## config.mk

```make
export PLATFORM = sky130hd
export DESIGN_NAME = morse_lcd_refresh_ctrl
export DESIGN_NICKNAME = d
export VERILOG_FILES = /design/src/rtl/morse_lcd_pkg.sv /design/src/rtl/morse_lcd_refresh_ctrl_lcd_byte_writer.sv /design/src/rtl/morse_lcd_refresh_ctrl.sv
export SDC_FILE = /design/constraint.sdc
export NUM_CORES = 1
export LEC_CHECK = 0
export CORE_MARGIN = 5
export CORE_UTILIZATION = 30
export CTS_CLUSTER_SIZE = 24
export DETAILED_ROUTE_END_ITERATION = 7
export SYNTH_ARGS = -nofsm -noshare
export SYNTH_HDL_FRONTEND = slang
export SYNTH_SLANG_ARGS = --single-unit
```

## constraint.sdc

```tcl
create_clock -name iCLK -period 10.3 [get_ports iCLK]
set_input_delay 1.545 -clock iCLK [delete_from_list [all_inputs] [get_ports iCLK]]
set_output_delay 1.545 -clock iCLK [all_outputs]
set_load 0.005 [all_outputs]
```

## src/rtl/morse_lcd_pkg.sv

```systemverilog
// Shared constants, state encodings and the character-code to LCD-glyph mapping
// for the Morse receiver LCD controller.
package morse_lcd_pkg;

  localparam logic [7:0] CMD_FUNC_SET = 8'h38;
  localparam logic [7:0] CMD_DISP_ON  = 8'h0C;
  localparam logic [7:0] CMD_CLEAR    = 8'h01;
  localparam logic [7:0] CMD_ENTRY    = 8'h06;
  localparam logic [7:0] CMD_ROW1     = 8'h80;

  localparam logic [4:0] CHAR_SPACE = 5'd31;

  typedef enum logic [1:0] {
    WR_IDLE,
    WR_SETUP,
    WR_PULSE,
    WR_HOLD
  } wr_state_t;

  typedef enum logic [2:0] {
    ST_PWR_WAIT,
    ST_INIT,
    ST_IDLE,
    ST_ADDR,
    ST_CHAR
  } ctrl_state_t;

  // Codes 26..30 have no letter assigned and show as '?'.
  function automatic logic [7:0] code_to_ascii(input logic [4:0] code);
    logic [7:0] ascii;
    if (code <= 5'd25) begin
      ascii = 8'h41 + {3'b000, code};
    end else if (code == CHAR_SPACE) begin
      ascii = 8'h20;
    end else begin
      ascii = 8'h3F;
    end
    return ascii;
  endfunction

endpackage

```

## src/rtl/morse_lcd_refresh_ctrl_lcd_byte_writer.sv

```systemverilog
// Drives one byte onto the HD44780 bus: SETUP (1 cycle), PULSE (EN high), HOLD (wait).
// Handshake: start is accepted when the writer is idle or in the cycle done is high;
// done is high for exactly the last HOLD cycle, so a start there gives back-to-back bytes.
module lcd_byte_writer
  import morse_lcd_pkg::*;
#(
  parameter int EN_CYCLES  = 25,
  parameter int CMD_WAIT   = 2500,
  parameter int CLEAR_WAIT = 100000
) (
  input  logic       clk,
  input  logic       rst,
  input  logic       start,
  input  logic [7:0] byte_in,
  input  logic       rs_in,
  input  logic       is_clear,
  output logic [7:0] lcd_data,
  output logic       lcd_rs,
  output logic       lcd_en,
  output logic       done,
  output wr_state_t  dbg_state
);

  localparam int CW = $clog2(EN_CYCLES + CMD_WAIT + CLEAR_WAIT + 1);

  wr_state_t       state_q, state_d;
  logic [CW-1:0]   cnt_q, cnt_d;
  logic [CW-1:0]   hold_last;
  logic [7:0]      data_q, data_d;
  logic            rs_q, rs_d;
  logic            clear_q, clear_d;

  always_ff @(posedge clk) begin
    if (rst) begin
      state_q <= WR_IDLE;
      cnt_q   <= '0;
      data_q  <= 8'h00;
      rs_q    <= 1'b0;
      clear_q <= 1'b0;
    end else begin
      state_q <= state_d;
      cnt_q   <= cnt_d;
      data_q  <= data_d;
      rs_q    <= rs_d;
      clear_q <= clear_d;
    end
  end

  always_comb begin
    state_d   = state_q;
    cnt_d     = cnt_q;
    data_d    = data_q;
    rs_d      = rs_q;
    clear_d   = clear_q;
    done      = 1'b0;
    hold_last = clear_q ? CW'(CLEAR_WAIT - 1) : CW'(CMD_WAIT - 1);
    case (state_q)
      WR_IDLE: ;
      WR_SETUP: begin
        state_d = WR_PULSE;
        cnt_d   = '0;
      end
      WR_PULSE: begin
        if (cnt_q == CW'(EN_CYCLES - 1)) begin
          state_d = WR_HOLD;
          cnt_d   = '0;
        end else begin
          cnt_d = cnt_q + CW'(1);
        end
      end
      WR_HOLD: begin
        if (cnt_q == hold_last) begin
          done    = 1'b1;
          state_d = WR_IDLE;
        end else begin
          cnt_d = cnt_q + CW'(1);
        end
      end
      default: state_d = WR_IDLE;
    endcase
    // Data and RS only change here, so they stay frozen across PULSE and HOLD.
    if (start && (state_q == WR_IDLE || done)) begin
      state_d = WR_SETUP;
      data_d  = byte_in;
      rs_d    = rs_in;
      clear_d = is_clear;
    end
  end

  assign lcd_data  = data_q;
  assign lcd_rs    = rs_q;
  assign lcd_en    = (state_q == WR_PULSE);
  assign dbg_state = state_q;

endmodule

```

## src/rtl/morse_lcd_refresh_ctrl.sv

```systemverilog
// Owns the character LCD: power-up wait, init commands, then a full row-1 rewrite
// whenever the decoded-character buffer differs from the last one written.
module morse_lcd_refresh_ctrl
  import morse_lcd_pkg::*;
#(
  parameter int POWERUP_WAIT = 750000,
  parameter int EN_CYCLES    = 25,
  parameter int CMD_WAIT     = 2500,
  parameter int CLEAR_WAIT   = 100000
) (
  input  logic        iCLK,
  input  logic        iRST,
  input  logic        iEnable,
  input  logic [39:0] iDisplayData,
  output logic [7:0]  oLCD_DATA,
  output logic        oLCD_RS,
  output logic        oLCD_RW,
  output logic        oLCD_EN,
  output logic        oBusy
);

  localparam int PW = $clog2(POWERUP_WAIT + 1);

  ctrl_state_t   state_q, state_d;
  logic [2:0]    idx_q, idx_d;
  logic [PW-1:0] pw_cnt_q, pw_cnt_d;
  logic [39:0]   snap_q, snap_d;
  logic          send;
  logic [7:0]    wr_byte;
  logic          wr_rs;
  logic          wr_clear;
  logic          wr_done;
  logic [5:0]    col_shift;
  logic [4:0]    col_code;
  wr_state_t     wr_state;

  always_ff @(posedge iCLK) begin
    if (iRST) begin
      state_q  <= ST_PWR_WAIT;
      idx_q    <= 3'd0;
      pw_cnt_q <= '0;
      snap_q   <= {40{1'b1}};
    end else begin
      state_q  <= state_d;
      idx_q    <= idx_d;
      pw_cnt_q <= pw_cnt_d;
      snap_q   <= snap_d;
    end
  end

  // A new byte is launched in the same cycle the previous one reports done.
  always_comb begin
    state_d  = state_q;
    idx_d    = idx_q;
    pw_cnt_d = pw_cnt_q;
    snap_d   = snap_q;
    send     = 1'b0;
    case (state_q)
      ST_PWR_WAIT: begin
        if (pw_cnt_q == PW'(POWERUP_WAIT - 1)) begin
          state_d = ST_INIT;
          idx_d   = 3'd0;
          send    = 1'b1;
        end else begin
          pw_cnt_d = pw_cnt_q + PW'(1);
        end
      end
      ST_INIT: begin
        if (wr_done) begin
          if (idx_q == 3'd3) begin
            state_d = ST_IDLE;
          end else begin
            idx_d = idx_q + 3'd1;
            send  = 1'b1;
          end
        end
      end
      ST_IDLE: begin
        if (iEnable && (iDisplayData != snap_q)) begin
          snap_d  = iDisplayData;
          state_d = ST_ADDR;
          send    = 1'b1;
        end
      end
      ST_ADDR: begin
        if (wr_done) begin
          state_d = ST_CHAR;
          idx_d   = 3'd0;
          send    = 1'b1;
        end
      end
      ST_CHAR: begin
        if (wr_done) begin
          if (idx_q == 3'd7) begin
            state_d = ST_IDLE;
          end else begin
            idx_d = idx_q + 3'd1;
            send  = 1'b1;
          end
        end
      end
      default: state_d = ST_PWR_WAIT;
    endcase
  end

  // Byte content follows the state/index being entered; column 0 is the oldest code.
  always_comb begin
    col_shift = {3'b000, idx_d} * 6'd5;
    col_code  = 5'(snap_q >> (6'd35 - col_shift));
    wr_rs     = 1'b0;
    wr_byte   = CMD_ROW1;
    case (state_d)
      ST_INIT: begin
        case (idx_d)
          3'd0:    wr_byte = CMD_FUNC_SET;
          3'd1:    wr_byte = CMD_DISP_ON;
          3'd2:    wr_byte = CMD_CLEAR;
          default: wr_byte = CMD_ENTRY;
        endcase
      end
      ST_CHAR: begin
        wr_rs   = 1'b1;
        wr_byte = code_to_ascii(col_code);
      end
      default: ;
    endcase
    wr_clear = !wr_rs && (wr_byte == CMD_CLEAR);
  end

  lcd_byte_writer #(
    .EN_CYCLES  (EN_CYCLES),
    .CMD_WAIT   (CMD_WAIT),
    .CLEAR_WAIT (CLEAR_WAIT)
  ) u_writer (
    .clk       (iCLK),
    .rst       (iRST),
    .start     (send),
    .byte_in   (wr_byte),
    .rs_in     (wr_rs),
    .is_clear  (wr_clear),
    .lcd_data  (oLCD_DATA),
    .lcd_rs    (oLCD_RS),
    .lcd_en    (oLCD_EN),
    .done      (wr_done),
    .dbg_state (wr_state)
  );

  assign oLCD_RW = 1'b0;
  assign oBusy   = (state_q != ST_IDLE) || (wr_state != WR_IDLE);

endmodule
```

### Yosys cells after proc, flatten, opt, wreduce, memory -nomap -nowiden

Index checks and enable logic that the tools add are counted.

| storage, ports and cells | value |
|---|---|
| memories | 0 |
| bits in read-only memories | 0 |
| memory bits (writable) | 0 |
| register bits | 95 |
| word-level logic and storage cells | 100 |
| bits in latches | 0 |
| output and inout bits | 12 |

| cells by class | value |
|---|---|
| reductions and logical operators | 18 |
| bitwise gates (word level) | 1 |
| $mul | 1 |
| $lt $le $gt $ge | 1 |
| divide/modulo/power cells | 0 |
| add/subtract/negate cells | 5 |
| equality and inequality tests | 25 |
| shift-type cells | 1 |
| multiplexer cells | 38 |

Operators with widths:

| cell | number |
|---|---|
| 17-bit two-way mux | 3 |
| 17-bit one-hot mux with 3 select lines | 1 |
| 40-bit != test | 1 |
| 40-bit by 6-bit >> shifter with 5-bit output | 1 |
| 3-bit two-way mux | 13 |
| 20-bit by 1-bit adder with 20-bit output, second input constant | 1 |
| 20-bit == test, second input constant | 1 |
| 6-bit one-hot mux with 3 select lines | 1 |
| 17-bit by 1-bit adder with 17-bit output, second input constant | 1 |
| 17-bit == test | 1 |
| 17-bit by 5-bit == test with 1-bit output, second input constant | 1 |
| 8-bit one-hot mux with 2 select lines | 1 |
| 3-bit one-hot mux with 5 select lines | 1 |
| 3-bit by 2-bit == test with 1-bit output, second input constant | 4 |
| 3-bit one-hot mux with 4 select lines | 1 |
| 1-bit two-way mux | 11 |
| 3-bit by 1-bit == test with 1-bit output, second input constant | 3 |
| 3-bit == test, second input constant | 3 |
| 7-bit by 5-bit adder with 8-bit output, first input constant | 1 |
| 8-bit by 1-bit == test with 1-bit output, second input constant | 1 |
| 8-bit two-way mux | 1 |
| 3-bit logical NOT | 2 |
| 3-bit by 3-bit multiplier with 6-bit output, second input constant | 1 |
| 3-bit by 1-bit != test with 1-bit output, second input constant | 2 |
| other kinds (24) | 33 |

### Logic depth before layout (Yosys ltp)

| logic depth | value |
|---|---|
| depth in word-level cells | 15 |
| mapped depth | 28 |
| gate-level depth less buffers | 25 |

### Cells and area by module

Synthesis repeated with hierarchy kept, for this count alone.

| second synthesis, totals | value |
|---|---|
| cell total of the unflattened synthesis | 869 |
| area, all modules | 7101.8 um^2 |

Modules (own cells, without submodules):

| module | seq. area each (um^2) | cells an instance | instances | area each (um^2) |
|---|---|---|---|---|
| morse_lcd_refresh_ctrl | 1321.3 | 687 | 1 | 5561.6 |
| lcd_byte_writer | 580.6 | 182 | 1 | 1540.2 |

### Worst setup path before layout

OpenSTA, ideal clock, no wires.

| timing path | value |
|---|---|
| kind | register to register |
| start | register u_writer.cnt_q[2] |
| end | register u_writer.data_q[4], in the netlist u_writer.lcd_data[4] |
| arrival | 5.966 ns |
| required time | 10.166 ns |
| stages on the path, launching flop included | 26 |
| buffers on the path | 3 |
| slack | 4.200 ns |
| setup time | 0.134 ns |
| path through | dfxtp_1 -> or4b_4 -> o22a_4 -> a2111oi_4 -> nor3_2 -> nor3_4 -> inv_2 -> buf_2 -> buf_4 -> ha_1 -> fa_1 -> clkbuf_1 -> inv_1 -> nor2_1 -> nand2_1 -> a221oi_1 -> a211o_1 -> a2111oi_2 -> nor4_1 -> inv_1 -> ha_1 -> a2111oi_0 -> a311oi_2 -> a21o_1 -> a211oi_1 -> nor4_1 |

| on the way | value |
|---|---|
| word-level cells in the longest chain between the ends | 12 |

Ends and longest elaborated chain:

| what | RTL line | source |
|---|---|---|
| start: declaration | morse_lcd_refresh_ctrl_lcd_byte_writer.sv:27 | `logic [CW-1:0] cnt_q, cnt_d;` |
| start signal: assignment | morse_lcd_refresh_ctrl_lcd_byte_writer.sv:42 | `cnt_q <= cnt_d;` |
| 17-bit == test (*) | morse_lcd_refresh_ctrl_lcd_byte_writer.sv:72 | `if (cnt_q == hold_last) begin` |
| 1-bit two-way mux (*) | morse_lcd_refresh_ctrl_lcd_byte_writer.sv:72 |  |
| 1-bit two-way mux (*) | morse_lcd_refresh_ctrl_lcd_byte_writer.sv:57 | `case (state_q)` |
| 3-bit two-way mux, on equally long branches | morse_lcd_refresh_ctrl.sv:93, morse_lcd_refresh_ctrl.sv:69, morse_lcd_refresh_ctrl.sv:86 |  |
| 3-bit one-hot mux with 4 select lines (*) | morse_lcd_refresh_ctrl.sv:58 | `case (state_q)` |
| via idx_d[0] | morse_lcd_refresh_ctrl.sv:25 | `logic [2:0] idx_q, idx_d;` |
| parallel branches: the longest is 6 deep, another holds 7-bit by 5-bit adder with 8-bit output | - |  |
| 8-bit one-hot mux with 2 select lines (*) | morse_lcd_refresh_ctrl.sv:112 | `case (state_d)` |
| end signal: assignment | morse_lcd_refresh_ctrl_lcd_byte_writer.sv:43 | `data_q <= data_d;` |
| end: declaration | morse_lcd_refresh_ctrl_lcd_byte_writer.sv:29 | `logic [7:0] data_q, data_d;` |

Mark *: on every way through the listed nets, which the timed path passes.
A chain may end at the register's enable or synchronous reset.

### Final worst setup path

| timing path | value |
|---|---|
| start | register u_writer.cnt_q[5] |
| end | register u_writer.data_q[1], in the netlist u_writer.lcd_data[1] |

| on the way | value |
|---|---|
| word-level cells in the longest chain between the ends | 12 |

Ends and longest elaborated chain:

| what | RTL line |
|---|---|
| 17-bit == test (*) | morse_lcd_refresh_ctrl_lcd_byte_writer.sv:72 |
| 1-bit two-way mux (*) | morse_lcd_refresh_ctrl_lcd_byte_writer.sv:72 |
| 1-bit two-way mux (*) | morse_lcd_refresh_ctrl_lcd_byte_writer.sv:57 |
| parallel branches: the longest is 9 deep, another holds 7-bit by 5-bit adder with 8-bit output | - |

Every way passes the cells marked *.

==> reports/qor.csv <==
stage,metric,value,unit
outcome,status,"complete, no violations",
route,wl_per_cell,17.10,µm
critical_path,path_cells,nor4_1 > nand4_1 > a2111oi_4 > nor3_2 > nor3_4 > buf_4 > inv_2 > ha_1 > buf_4 > fa_1 > inv_1 > nor2_1 > nand2_1 > a221oi_1 > a211o_1 > a2111oi_2 > nor4_1 > inv_1 > ha_1 > a2111oi_0 > a311oi_2 > a21oi_2 > nand3b_1 > a311oi_1,
sta,max_freq,0.1225,GHz
sta,grt_setup_unrepaired,false,
place,gp_congestion,0.9202,
power_and_ir_drop,leakagePower,2.742,nW
cts,cts_buffers,9,
place,place_area,7612,µm²
power_and_ir_drop,vdd_drop_max,0.00005685,V
die,start_util,30.61,%
synth,syn_inst,826,
synth,syn_area,6952,µm²
global_routing,grt-ovfl-total,0,
finish,drive_gt1_share,8.127,%
synth,synthArstFlopShare,0,%
sta,max_slew.worst_pin.slew,0.9255,ns
die,die_area,26320,µm²
route,vias,6295,
finish,layout_commonest_cell,dfxtp_1,
sta,drv_slew,0,
sta,period_minus_slack,8.165,ns
cts,clkTransAtPathRegs,0.08,ns
job,maxCapViolations,0,
critical_path,crit_start,u_writer.cnt_q[5],
route,route.detailed.drc,0,
die,coreArea,22710,µm²
place,pre_cts_ws,2.264,ns
die,die_w,162.2,µm
critical_path,r2r_slack,2.14,ns
synth,yosysUniqueCellTypes,81,
global_routing,antenna_found_initial,0,
global_routing,grt_first_pass_wirelength,31300,µm
synth,syn-num-nets,881,
finish,fillerInstances,2383,
die,rows,55,
sta,final-setup-viol-count,0,
critical_path,worstSetupStartpointType,flop,
sta,finClkSkew,0.01456,ns
sta,timing.final.ws_setup,2.135,ns
critical_path,cp.arrival,8.42,ns
finish,nNetsFinal,899,
power_and_ir_drop,power,0.7425,mW
global_routing,grt_usage,14.48,%
critical_path,worstReg2RegEnd,u_writer.lcd_data[1],
cts,hold_buffers,0,
sta,timing.final.hold_violations,0,
cts,clock_sinks,95,
finish,layout_common_cells,"95 x dfxtp_1, 80 x nor2_1, 64 x nand2_1",
cts,ctsResizeCount,0,
synth,synth_seq_cells,95,
critical_path,critPathKind,flop to flop,
route,first_iter_violations,479,
place,hpwl,14340,µm
synth,synthFlopType,dfxtp_1,
cts,cts_buffer_depth,2,
finish,area.growth.synth_to_final,13.82,%
synth,yosysSeqAreaShare,27.36,%
cts,cts-root-buf,clkbuf_16,
cts,cts-htree-levels,3,
critical_path,cp_slowest_cell,fa_1,
synth,avgSynthCellArea,8.416,µm²
global_routing,grt_max_degree,83,
finish,multi_input_area,4688,µm²
critical_path,crit_path_end_kind,flop,
synth,ys_warn_count,0,
critical_path,ff2ff_path_depth,24,
place,portBuffers,53,
critical_path,worstPathRequired,10.55,ns
route,postRouteAntennaNets,0,
critical_path,r2r-start,u_writer.cnt_q[5],
cts,insertion_delay,0.36,ns
finish,regArea,1902,µm²
critical_path,setup.worst_path.end,u_writer.lcd_data[1],
route,drt-pass1-iter-count,5,
worst_hold_path,holdCritPathClass,flop to flop,
die,design.portCount,55,
cts,cts_tree,built,
sta,fin_crit_sh,79.27,%
sta,relSlewSlack,38.30,%
die,chipHeight,162.2,µm
critical_path,crit_fanout,32,
route,vias_per_cell,5.551,
route,drt_wl_total,19390,µm
finish,postLayoutCellArea,7913,µm²
global_routing,grt_pass1_vias,5812,
finish,antenna_cells,0,
cts,postCtsSetupBuffers,0,
synth,synth-edff-count,0,
critical_path,cpPeakStageDelay,0.97,ns
sta,setup_tns,0,ns
power_and_ir_drop,power_density,93.84,nW/µm²
cells by family after synthesis:
family                     count (synthesis)  synth area share [%]
xor gates and xnor gates                  73                 9.197
muxes                                     58                 10.69
DFF                                       95                 27.36
other                                      1               0.05394
and+or+nand+nor                          325                 24.17
adders and majority gates                 12                 2.268
AOI/OAI and AO/OA                        186                 20.97
buffers and inverters                     76                 5.291
registers in the layout, indices dropped and copies added, names as in the netlist:
register	flops
u_writer.lcd_rs	1
snap_q	40
state_q	3
u_writer.cnt_q	17
idx_q	3
pw_cnt_q	20
u_writer.dbg_state	2
u_writer.clear_q	1
u_writer.lcd_data	8
layout make-up:
class	count	area share (%)
inverter	24	1.202
multi-input combinational	655	59.25
sequential	95	24.04
tap	285	4.507
clock buffer	10	3.020
clock inverter	6	0.7748
timing repair buffer	59	7.211
layer usage:
layer | part of all wire (%) | GRT usage [%] | up-vias
li1 | - | - | 3075
met1 | 49 | 21.64 | 2989
met2 | 44 | 21.60 | 211
met3 | 6.0 | 2.360 | 20
met4 | 1.4 | 3.614 | 0
met5 | 0 | 0 | -
how the worst min path moves through the flow:
stage,start,endpoint,slack (ns),depth (start not counted)
after floorplan,u_writer.lcd_rs,u_writer.lcd_rs,0.45,2
after global placement,u_writer.lcd_rs,u_writer.lcd_rs,0.45,2
after detailed placement,u_writer.lcd_rs,u_writer.lcd_rs,0.46,2
after CTS,u_writer.lcd_rs,u_writer.lcd_rs,0.47,2
after global routing,u_writer.lcd_rs,u_writer.lcd_rs,0.50,2
final,u_writer.lcd_rs,u_writer.lcd_rs,0.46,2
worst max-delay path: cells and delay by family, from the launching register on:
kind / cells / cell delay (ns)
AO/OA/AOI/OAI: 8 / 2.41
adder cells (fa/ha/maj): 3 / 1.59
buffers and inverters: 5 / 1.43
flip-flops: 1 / 0.35
AND/OR/NAND/NOR: 8 / 2.25
synthesized netlist by cell type (all sizes together), types with 4 or more instances:
master | instances | area share, %
o22ai | 7 | 0.63
and3 | 7 | 0.63
o211ai | 6 | 0.65
nand2 | 64 | 3.5
ha | 11 | 2.0
mux2 | 11 | 1.8
or2 | 4 | 0.36
a21oi | 32 | 2.4
mux2i | 36 | 5.2
o21ai | 23 | 1.7
o221ai | 4 | 0.59
a21o | 4 | 0.43
or3 | 13 | 1.2
a211oi | 11 | 1.3
buf | 18 | 2.1
inv | 24 | 1.4
a311oi | 4 | 0.59
mux4 | 11 | 3.7
nor2b | 43 | 3.9
dfxtp | 95 | 27
nand3 | 31 | 2.2
xnor2 | 22 | 2.8
nor4 | 18 | 1.7
a31oi | 9 | 0.81
and2 | 7 | 0.63
nor3 | 20 | 1.7
nand4 | 19 | 1.7
a221oi | 7 | 0.97
nor2 | 80 | 4.3
xor2 | 51 | 6.4
clkbuf | 34 | 1.8
a2111oi | 8 | 1.5
a22oi | 4 | 0.43
a211o | 39 | 4.9
power breakdown:
group,switching [mW],internal [mW]
clock,0.160,0.176
combinational,0.0176,0.0197
sequential,0.00101,0.368
through the flow:
stage / std cells / hold slack, ns / utilization [%]
3_3_place_gp: 1118 / 0.4470 / 33.52
4_1_cts: 1134 / 0.4710 / 34.84
3_5_place_dp: 1118 / 0.4622 / 33.52
6_report: 1134 / 0.4616 / 34.84
5_1_grt: 1134 / 0.4979 / 34.84
2_1_floorplan: 826 / 0.4527 / -
Note: power is estimated with default switching activity, not from simulation.
